[src/rtl/regfile_plus_pkg.sv]
// Shared constants for the banked ARM register file: widths, mode codes and
// the physical storage layout used by the bank mapper and the register array.
package regfile_plus_pkg;

  localparam int DATA_W   = 32;
  localparam int ADDR_W   = 4;
  localparam int MODE_W   = 5;
  localparam int IDX_W    = 6;
  localparam int NUM_PHYS = 33;

  localparam logic [MODE_W-1:0] MODE_USR = 5'b10000;
  localparam logic [MODE_W-1:0] MODE_FIQ = 5'b10001;
  localparam logic [MODE_W-1:0] MODE_IRQ = 5'b10010;
  localparam logic [MODE_W-1:0] MODE_SVC = 5'b10011;
  localparam logic [MODE_W-1:0] MODE_MON = 5'b10110;
  localparam logic [MODE_W-1:0] MODE_ABT = 5'b10111;
  localparam logic [MODE_W-1:0] MODE_HYP = 5'b11010;
  localparam logic [MODE_W-1:0] MODE_UND = 5'b11011;
  localparam logic [MODE_W-1:0] MODE_SYS = 5'b11111;

  typedef logic [IDX_W-1:0] phys_idx_t;

  // Physical layout: 0-7 shared low registers, 8-12 user R8-R12,
  // 13-17 FIQ R8-R12, then R13/R14 pairs per bank, R13_hyp last.
  localparam phys_idx_t IDX_FIQ_R8  = 6'd13;
  localparam phys_idx_t IDX_USR_R13 = 6'd18;
  localparam phys_idx_t IDX_USR_R14 = 6'd19;
  localparam phys_idx_t IDX_FIQ_R13 = 6'd20;
  localparam phys_idx_t IDX_IRQ_R13 = 6'd22;
  localparam phys_idx_t IDX_SVC_R13 = 6'd24;
  localparam phys_idx_t IDX_MON_R13 = 6'd26;
  localparam phys_idx_t IDX_ABT_R13 = 6'd28;
  localparam phys_idx_t IDX_UND_R13 = 6'd30;
  localparam phys_idx_t IDX_HYP_R13 = 6'd32;

  // Physical slot of R13 for a mode; R14 of the same bank sits one above
  // (except HYP, which borrows the user R14).
  function automatic phys_idx_t bank_r13_idx(input logic [MODE_W-1:0] mode);
    case (mode)
      MODE_FIQ:           return IDX_FIQ_R13;
      MODE_IRQ:           return IDX_IRQ_R13;
      MODE_SVC:           return IDX_SVC_R13;
      MODE_MON:           return IDX_MON_R13;
      MODE_ABT:           return IDX_ABT_R13;
      MODE_UND:           return IDX_UND_R13;
      MODE_HYP:           return IDX_HYP_R13;
      MODE_USR, MODE_SYS: return IDX_USR_R13;
      default:            return IDX_USR_R13;
    endcase
  endfunction

endpackage

[src/rtl/regfile_bank_map.sv]
// Translates (mode, architectural register number) into a physical storage
// slot; address 15 is flagged as the PC instead of a banked register.
module regfile_bank_map
  import regfile_plus_pkg::*;
(
  input  logic [MODE_W-1:0] mode,
  input  logic [ADDR_W-1:0] addr,
  output phys_idx_t         idx,
  output logic              is_pc
);

  phys_idx_t r13_idx;

  assign r13_idx = bank_r13_idx(mode);

  // NOTE: every output gets a default at the top of always_comb so no path
  // through the if/else chain can leave it unassigned and infer a latch.
  always_comb begin
    idx   = '0;
    is_pc = 1'b0;
    if (addr == 4'd15) begin
      is_pc = 1'b1;
    end else if (addr < 4'd8) begin
      idx = phys_idx_t'(addr);
    end else if (addr <= 4'd12) begin
      idx = (mode == MODE_FIQ) ? IDX_FIQ_R8 + phys_idx_t'(addr - 4'd8)
                               : phys_idx_t'(addr);
    end else if (addr == 4'd13) begin
      idx = r13_idx;
    end else begin
      idx = (mode == MODE_HYP) ? IDX_USR_R14 : r13_idx + 6'd1;
    end
  end

endmodule

[src/rtl/regfile_plus.sv]
// ARM-style banked register file: 33 physical registers plus PC, three
// combinational read ports, one write port and an independent PC load.
module regfile_plus
  import regfile_plus_pkg::*;
(
  input  logic              clk,
  input  logic              Rst,
  input  logic [MODE_W-1:0] M,
  input  logic [ADDR_W-1:0] R_Addr_A,
  input  logic [ADDR_W-1:0] R_Addr_B,
  input  logic [ADDR_W-1:0] R_Addr_C,
  input  logic [ADDR_W-1:0] W_Addr,
  input  logic [DATA_W-1:0] W_Data,
  input  logic              Write_Reg,
  input  logic [DATA_W-1:0] PC_New,
  input  logic              Write_PC,
  output logic [DATA_W-1:0] R_Data_A,
  output logic [DATA_W-1:0] R_Data_B,
  output logic [DATA_W-1:0] R_Data_C,
  output logic [DATA_W-1:0] PC
);

  logic [DATA_W-1:0] regs [NUM_PHYS];
  logic [DATA_W-1:0] pc_q;

  phys_idx_t a_idx, b_idx, c_idx, w_idx;
  logic      a_is_pc, b_is_pc, c_is_pc, w_is_pc;

  regfile_bank_map u_map_a (.mode(M), .addr(R_Addr_A), .idx(a_idx), .is_pc(a_is_pc));
  regfile_bank_map u_map_b (.mode(M), .addr(R_Addr_B), .idx(b_idx), .is_pc(b_is_pc));
  regfile_bank_map u_map_c (.mode(M), .addr(R_Addr_C), .idx(c_idx), .is_pc(c_is_pc));
  regfile_bank_map u_map_w (.mode(M), .addr(W_Addr),   .idx(w_idx), .is_pc(w_is_pc));

  // NOTE: the array is cleared by reset because software relies on every
  // register reading zero afterwards; this forces flops rather than RAM.
  // NOTE: sequential state uses non-blocking assignment so all registers
  // update together from values sampled at the same edge.
  always_ff @(posedge clk or posedge Rst) begin
    if (Rst) begin
      for (int i = 0; i < NUM_PHYS; i++) regs[i] <= '0;
      pc_q <= '0;
    end else begin
      if (Write_Reg && !w_is_pc) regs[w_idx] <= W_Data;
      // The fetch-stage PC load has priority over a register write to R15.
      if (Write_PC)                pc_q <= PC_New;
      else if (Write_Reg && w_is_pc) pc_q <= W_Data;
    end
  end

  assign R_Data_A = a_is_pc ? pc_q : regs[a_idx];
  assign R_Data_B = b_is_pc ? pc_q : regs[b_idx];
  assign R_Data_C = c_is_pc ? pc_q : regs[c_idx];
  assign PC       = pc_q;

endmodule

[config.mk]
export PLATFORM = sky130hd
export DESIGN_NAME = regfile_plus
export DESIGN_NICKNAME = d
export VERILOG_FILES = /design/src/rtl/regfile_plus_pkg.sv /design/src/rtl/regfile_bank_map.sv /design/src/rtl/regfile_plus.sv
export SDC_FILE = /design/constraint.sdc
export NUM_CORES = 2
export LEC_CHECK = 0
export BUFFER_PORTS_ARGS = -buffer_cell sky130_fd_sc_hd__buf_4
export CAP_MARGIN = 15
export CORE_MARGIN = 1
export CORE_UTILIZATION = 45
export CTS_BUF_LIST = sky130_fd_sc_hd__clkbuf_4
export DETAILED_ROUTE_END_ITERATION = 10
export PLACE_DENSITY = 0.6
export RECOVER_POWER = 25
export SYNTH_ARGS = -nofsm -noshare
export SYNTH_HDL_FRONTEND = slang
export SYNTH_SLANG_ARGS = --single-unit
[constraint.sdc]
create_clock -name clk -period 39.9 [get_ports clk]
set_clock_uncertainty 0.05 [all_clocks]
set_input_delay 3.99 -clock clk [delete_from_list [all_inputs] [get_ports clk]]
set_output_delay 3.99 -clock clk [all_outputs]
set_load 0.01 [all_outputs]
# Word level (Yosys, flattened, before mapping)
# Memories as Yosys holds them, arrays and structs flattened.
# Index checks and enable logic that the tools add are counted.
# word_totals
in_bits	89
output_inout_bits	128
romBits	640
elab_cells	127
regBits	1088
mem_count	4
# mem_list
memory	depth	width	rd	rd_ports_with_merged_regs	write_ports	line_no	text
(name not given)	32	5	1	0	0	regfile_plus_pkg.sv:39	case (mode)
(name not given)	32	5	1	0	0	regfile_plus_pkg.sv:39	
(name not given)	32	5	1	0	0	regfile_plus_pkg.sv:39	
(name not given)	32	5	1	0	0	regfile_plus_pkg.sv:39	
# classes
n_lt_le_gt_ge	13
bitwise	4
n_reduce_logical	5
muxes	45
addsub	12
eq_ne	10
# op_table
cell	count
$bwmux W1056	1
$bmux W32 S6	3
$mux W32	12
$demux W32 S6	1
$mux W6	24
$eq A4 B4 Y1 const B	8
$ge A7 B7 Y1 const B	4
$not A6 Y7	4
$add A4 B6 Y6 const A	4
$add A6 B1 Y6 const B	4
$sub A4 B4 Y5 const B	4
$le A4 B4 Y1 const B	4
$lt A4 B4 Y1 const B	4
$eq A5 B5 Y1 const B	2
$lt A7 B1 Y1 const B	1
$mux W1	4
$logic_and A1 B1 Y1	3
$reduce_bool A2 Y1	1
$logic_not A1 Y1	1

# Depth between registers and ports, before layout
# An unclocked memory read counts as a cell.
# logic_depth
depth_word	13
depth_mapped	16
ltp_nobuf	11

# Cells and area by module
# From an unflattened synthesis, not the netlist that was laid out.
# unflattened
hier_cells	5656
hier_area_um2	69429.1
# modules_own_cells
module	cells_per_inst	seq_area_each_um2	area_each_um2	n_inst
regfile_plus	5426	27226.1	67787.5	1
regfile_bank_map (u_map_c ...)	58	0.0	425.4	2
regfile_bank_map (u_map_a ...)	57	0.0	395.4	2

# Least setup slack after synthesis
# OpenSTA, ideal clock, no wires.
# synth_path
kind	in2out
start	in M[1]
end	out R_Data_A[3]
slack_ns	29.335
stages	14
t_required_ns	35.860
arrival_ns	6.525
cell_sequence	inv_1 -> ha_1 -> and4bb_2 -> buf_4 -> a2111oi_0 -> nor3_1 -> or2_1 -> buf_2 -> nor2_4 -> clkbuf_1 -> nand3_1 -> nand3_1 -> o21ai_0 -> o21ai_0
# synth_between
elab_chain_len	12
# synth_lines
element	line_no	text
start, declared	regfile_plus.sv:8	input logic [MODE_W-1:0] M,
$mem_v2 Z32 W5	--	
$add A6 B1 Y6	regfile_bank_map.sv:31	idx = (mode == MODE_HYP) ? IDX_USR_R14 : r13_idx + 6'd1;
$mux W6	regfile_bank_map.sv:31	
$mux W6	regfile_bank_map.sv:28	end else if (addr == 4'd13) begin
$mux W6 *	regfile_bank_map.sv:25	end else if (addr <= 4'd12) begin
$mux W6 *	regfile_bank_map.sv:23	end else if (addr < 4'd8) begin
$mux W6 *	regfile_bank_map.sv:21	if (addr == 4'd15) begin
$not A6 Y7 (not written as such) *	regfile_plus.sv:50	assign R_Data_A = a_is_pc ? pc_q : regs[a_idx];
$bmux W32 S6 *	regfile_plus.sv:50	
$mux W32 (not written as such) * (2 in a row)	regfile_plus.sv:50	
$mux W32 *	regfile_plus.sv:50	
end, declared	regfile_plus.sv:17	output logic [DATA_W-1:0] R_Data_A,
# Mark *: on every way between the ends. The rest lies on a longest branch, timed or not. The select of a mux whose other input is x is not followed.

==> summary.txt <==
Status
  • Run status: finished with violations
  • Violated checks: max-capacitance violations, max-slew violations

Route
  • Met2 wire length: 135 mm
  • Routed WL: 348 mm
  • DR pass1 iterations: 8
  • Average wire per standard cell: 33.6 um
  • M1 WL: 126 mm
  • Routed wl met3: 59.0 mm
  • Vias per Instance: 7.04
  • Highest routed layer: met5
  • 1st-iter DRT viols: 13122
  • Post-route ant nets: 0
  • DR vias: 72948
  • Remaining routing DRC violations: 0

Synth
  • Ys flop type: dfrtp_1
  • Synth warnings: 0
  • Most frequent cells after synthesis: nand2_1, dfrtp_1, mux2_2
  • Flop and latch count out of synthesis: 1088
  • EDFF count, synth: 0
  • Synth Net Count: 8283
  • FFs w/ async S/R, synth: 1.00
  • Post-synthesis sequential area ratio: 0.384
  • Yosys cell types: 88
  • Syn Inst Count: 8179
  • Top-count cell post-synth: nand2_1
  • Post-synthesis cell area: 70900 sq um
  • Area leader, netlist: dfrtp_1
  • Post-synth top area share: 0.384
  • Synth Area per Inst: 8.67 sq um
  • Leading post-synthesis cells by cell area: dfrtp_1, mux2_2, nand2_1

Setup path
  • CP required: 38.98 ns
  • Arr. time, crit path: 15.69 ns
  • Crit-path max FO: 161
  • Crit Path Class: input pin to async pin
  • Critical Path Source Type: input pin
  • Worst Setup End Kind: async pin

Clock tree
  • Hold buffer count at cts: 0
  • Inserted Clock Buffers: 318
  • Postcts setup bufs: 0
  • CTS tree: yes
  • Clk buf depth: 4
  • Num Clock Sinks: 1088
  • # resized after CTS: 0
  • CTS Root Cell: clkbuf_4
  • Worst-skew pair later-pin latency: 1.37 ns
  • H-Tree Depth: 5
  • Clock transition at the registers of the reported paths: 0.06 ns

STA
  • Endpoints failing setup: 0
  • Fin Hold WS: 0.499 ns
  • PnR worst setup slack: 23.28 ns
  • Unrepaired setup endpoints after global routing: no
  • Final setup TNS: 0 ns
  • Highest achievable clock rate: 0.0602 GHz
  • Final period utilization: 0.416
  • Final Hold Vio Count: 0
  • Rel. slew slack: -5.17
  • Fin crit period: 16.62 ns
  • Max-slew violations: 670
  • Slew @ Worst Pin: 9.25 ns

Place
  • GPL Wtd Cong: 0.965
  • Post-DP Area: 73300 sq um
  • Pre-CTS WS: 26.20 ns
  • Post-DP HPWL: 194 mm
  • PortBufs: 216
  • Post-placement cell count: 9823

Cells and area
  • Final core occ: 0.492
  • Register area: 27200 sq um
  • Fin cells: 10364
  • Final Net Count: 8191
  • Area occupied by multi-input gates: 40500 sq um
  • Share of post-route cells with drive strength above 1: 0.242
  • Fill count: 14915
  • Fin area: 77000 sq um
  • Area Growth Syn to Fin: 8.56%

Pwr
  • Comb power frac: 0.302
  • Clock share of power: 0.274
  • Sw frac: 0.392
  • Leakage: 33.5 nW
  • Maximum vdd drop: 34.8 uV
  • Seq pwr share: 0.424
  • Cell Pwr Density: 49.8 nW/um^2
  • Internal: 2.33 mW
  • Total power: 3.83 mW
  • Net switching power: 1.50 mW

Global routing
  • Vias in the first global route: 67065
  • Total gr overflow: 0
  • Tot GR Track Use: 0.427
  • First-pass GRT wire length: 489 mm
  • Largest net degree at the start of global routing: 175
  • Initial antenna violation count: 25

Die
  • Die H: 399 um
  • Die width: 399 um
  • Initial cell density of the core: 0.453
  • Io pins: 217
  • Rows: 145
  • Placeable Area: 156000 sq um
  • Die area: 159000 sq um

Min path
  • Worst hold path class: register to register

Flow run
  • Max_cap viols: 8
## per-layer routing
| metal | global-route usage | up-vias |
|---|---|---|
| li1 | - | 29146 |
| met1 | 0.545 | 35485 |
| met2 | 0.564 | 6606 |
| met3 | 0.194 | 1691 |
| met4 | 0.302 | 20 |
| met5 | 0.00182 | - |
## cells by family (layout without fill, tap and decap cells)
family / after synthesis / after routing / synth area share
mux: 1240 / 1240 / 0.203
buf+inv: 808 / 919 / 0.0523
compound gates: 1189 / 1189 / 0.124
xor+xnor: 2 / 2 / 0.000247
other cells: 0 / 16 / 0
simple gates: 3837 / 3837 / 0.234
flops: 1088 / 1088 / 0.384
fa+ha+maj: 15 / 15 / 0.00265
## registers in the layout, summed over array words and instances (netlist names)
register / flops
PC: 32
regs: 1056
## layout by cell type (no fill, tap or decap), drive strengths merged, types with 28 or more instances in the layout
cell type  synthesis  routed
nand3            727     727
clkbuf           378     468
a311o             31      31
and3             262     262
a22o              28      28
a311oi           157     157
a31oi            174     174
a31o              51      51
mux2i            129     129
mux4              54      54
o21ai            135     135
mux2            1057    1057
a21oi            151     151
nor3              29      29
nor4              30      30
clkinv             0      60
a22oi            134     134
nand2           2629    2629
a221oi            82      82
a32oi             86      86
dfrtp           1088    1088
buf              415     372
nor2              55      55
## worst max-delay path: stages
cell        delay [ns]
clkbuf_4          0.11
clkinvlp_2        2.53
clkbuf_1          2.22
clkbuf_1          6.47
## path summary, 6_finish.rpt
| kind | end | slack [ns] | depth (start not counted) | start |
|---|---|---|---|---|
| worst max-delay path | regs[183] | 23.28 | 4 | Rst |
| worst min register to register | regs[422] | 0.50 | 1 | regs[422] |
| min in group asynchronous | regs[776] | 3.96 | 2 | Rst |
| worst max register to register | PC[11] | 38.44 | 2 | PC[11] |
| max in group clk | R_Data_A[25] | 26.03 | 15 | M[1] |
| worst min-delay path | regs[422] | 0.50 | 1 | regs[422] |
## power groups by stage
stage	clock network, mW	logic (mW)	registers (mW)
6_report	1.05	1.16	1.62
5_1_grt	1.11	1.22	1.65
4_1_cts	1.05	1.11	1.60
3_5_place_dp	0	1.11	1.62
3_3_place_gp	0	1.08	1.61
2_1_floorplan	0	0.753	1.54
## area by class of cell
type / instances / area share
diodes: 16 / 0.000520
inverters: 15 / 0.000748
flip-flops and latches: 1088 / 0.354
clock buffers: 459 / 0.0448
repair buffers: 381 / 0.0380
clock inverters: 64 / 0.00320
well taps: 2058 / 0.0335
multi-input cells: 6283 / 0.526
Note: power is estimated with default switching activity, not from simulation.
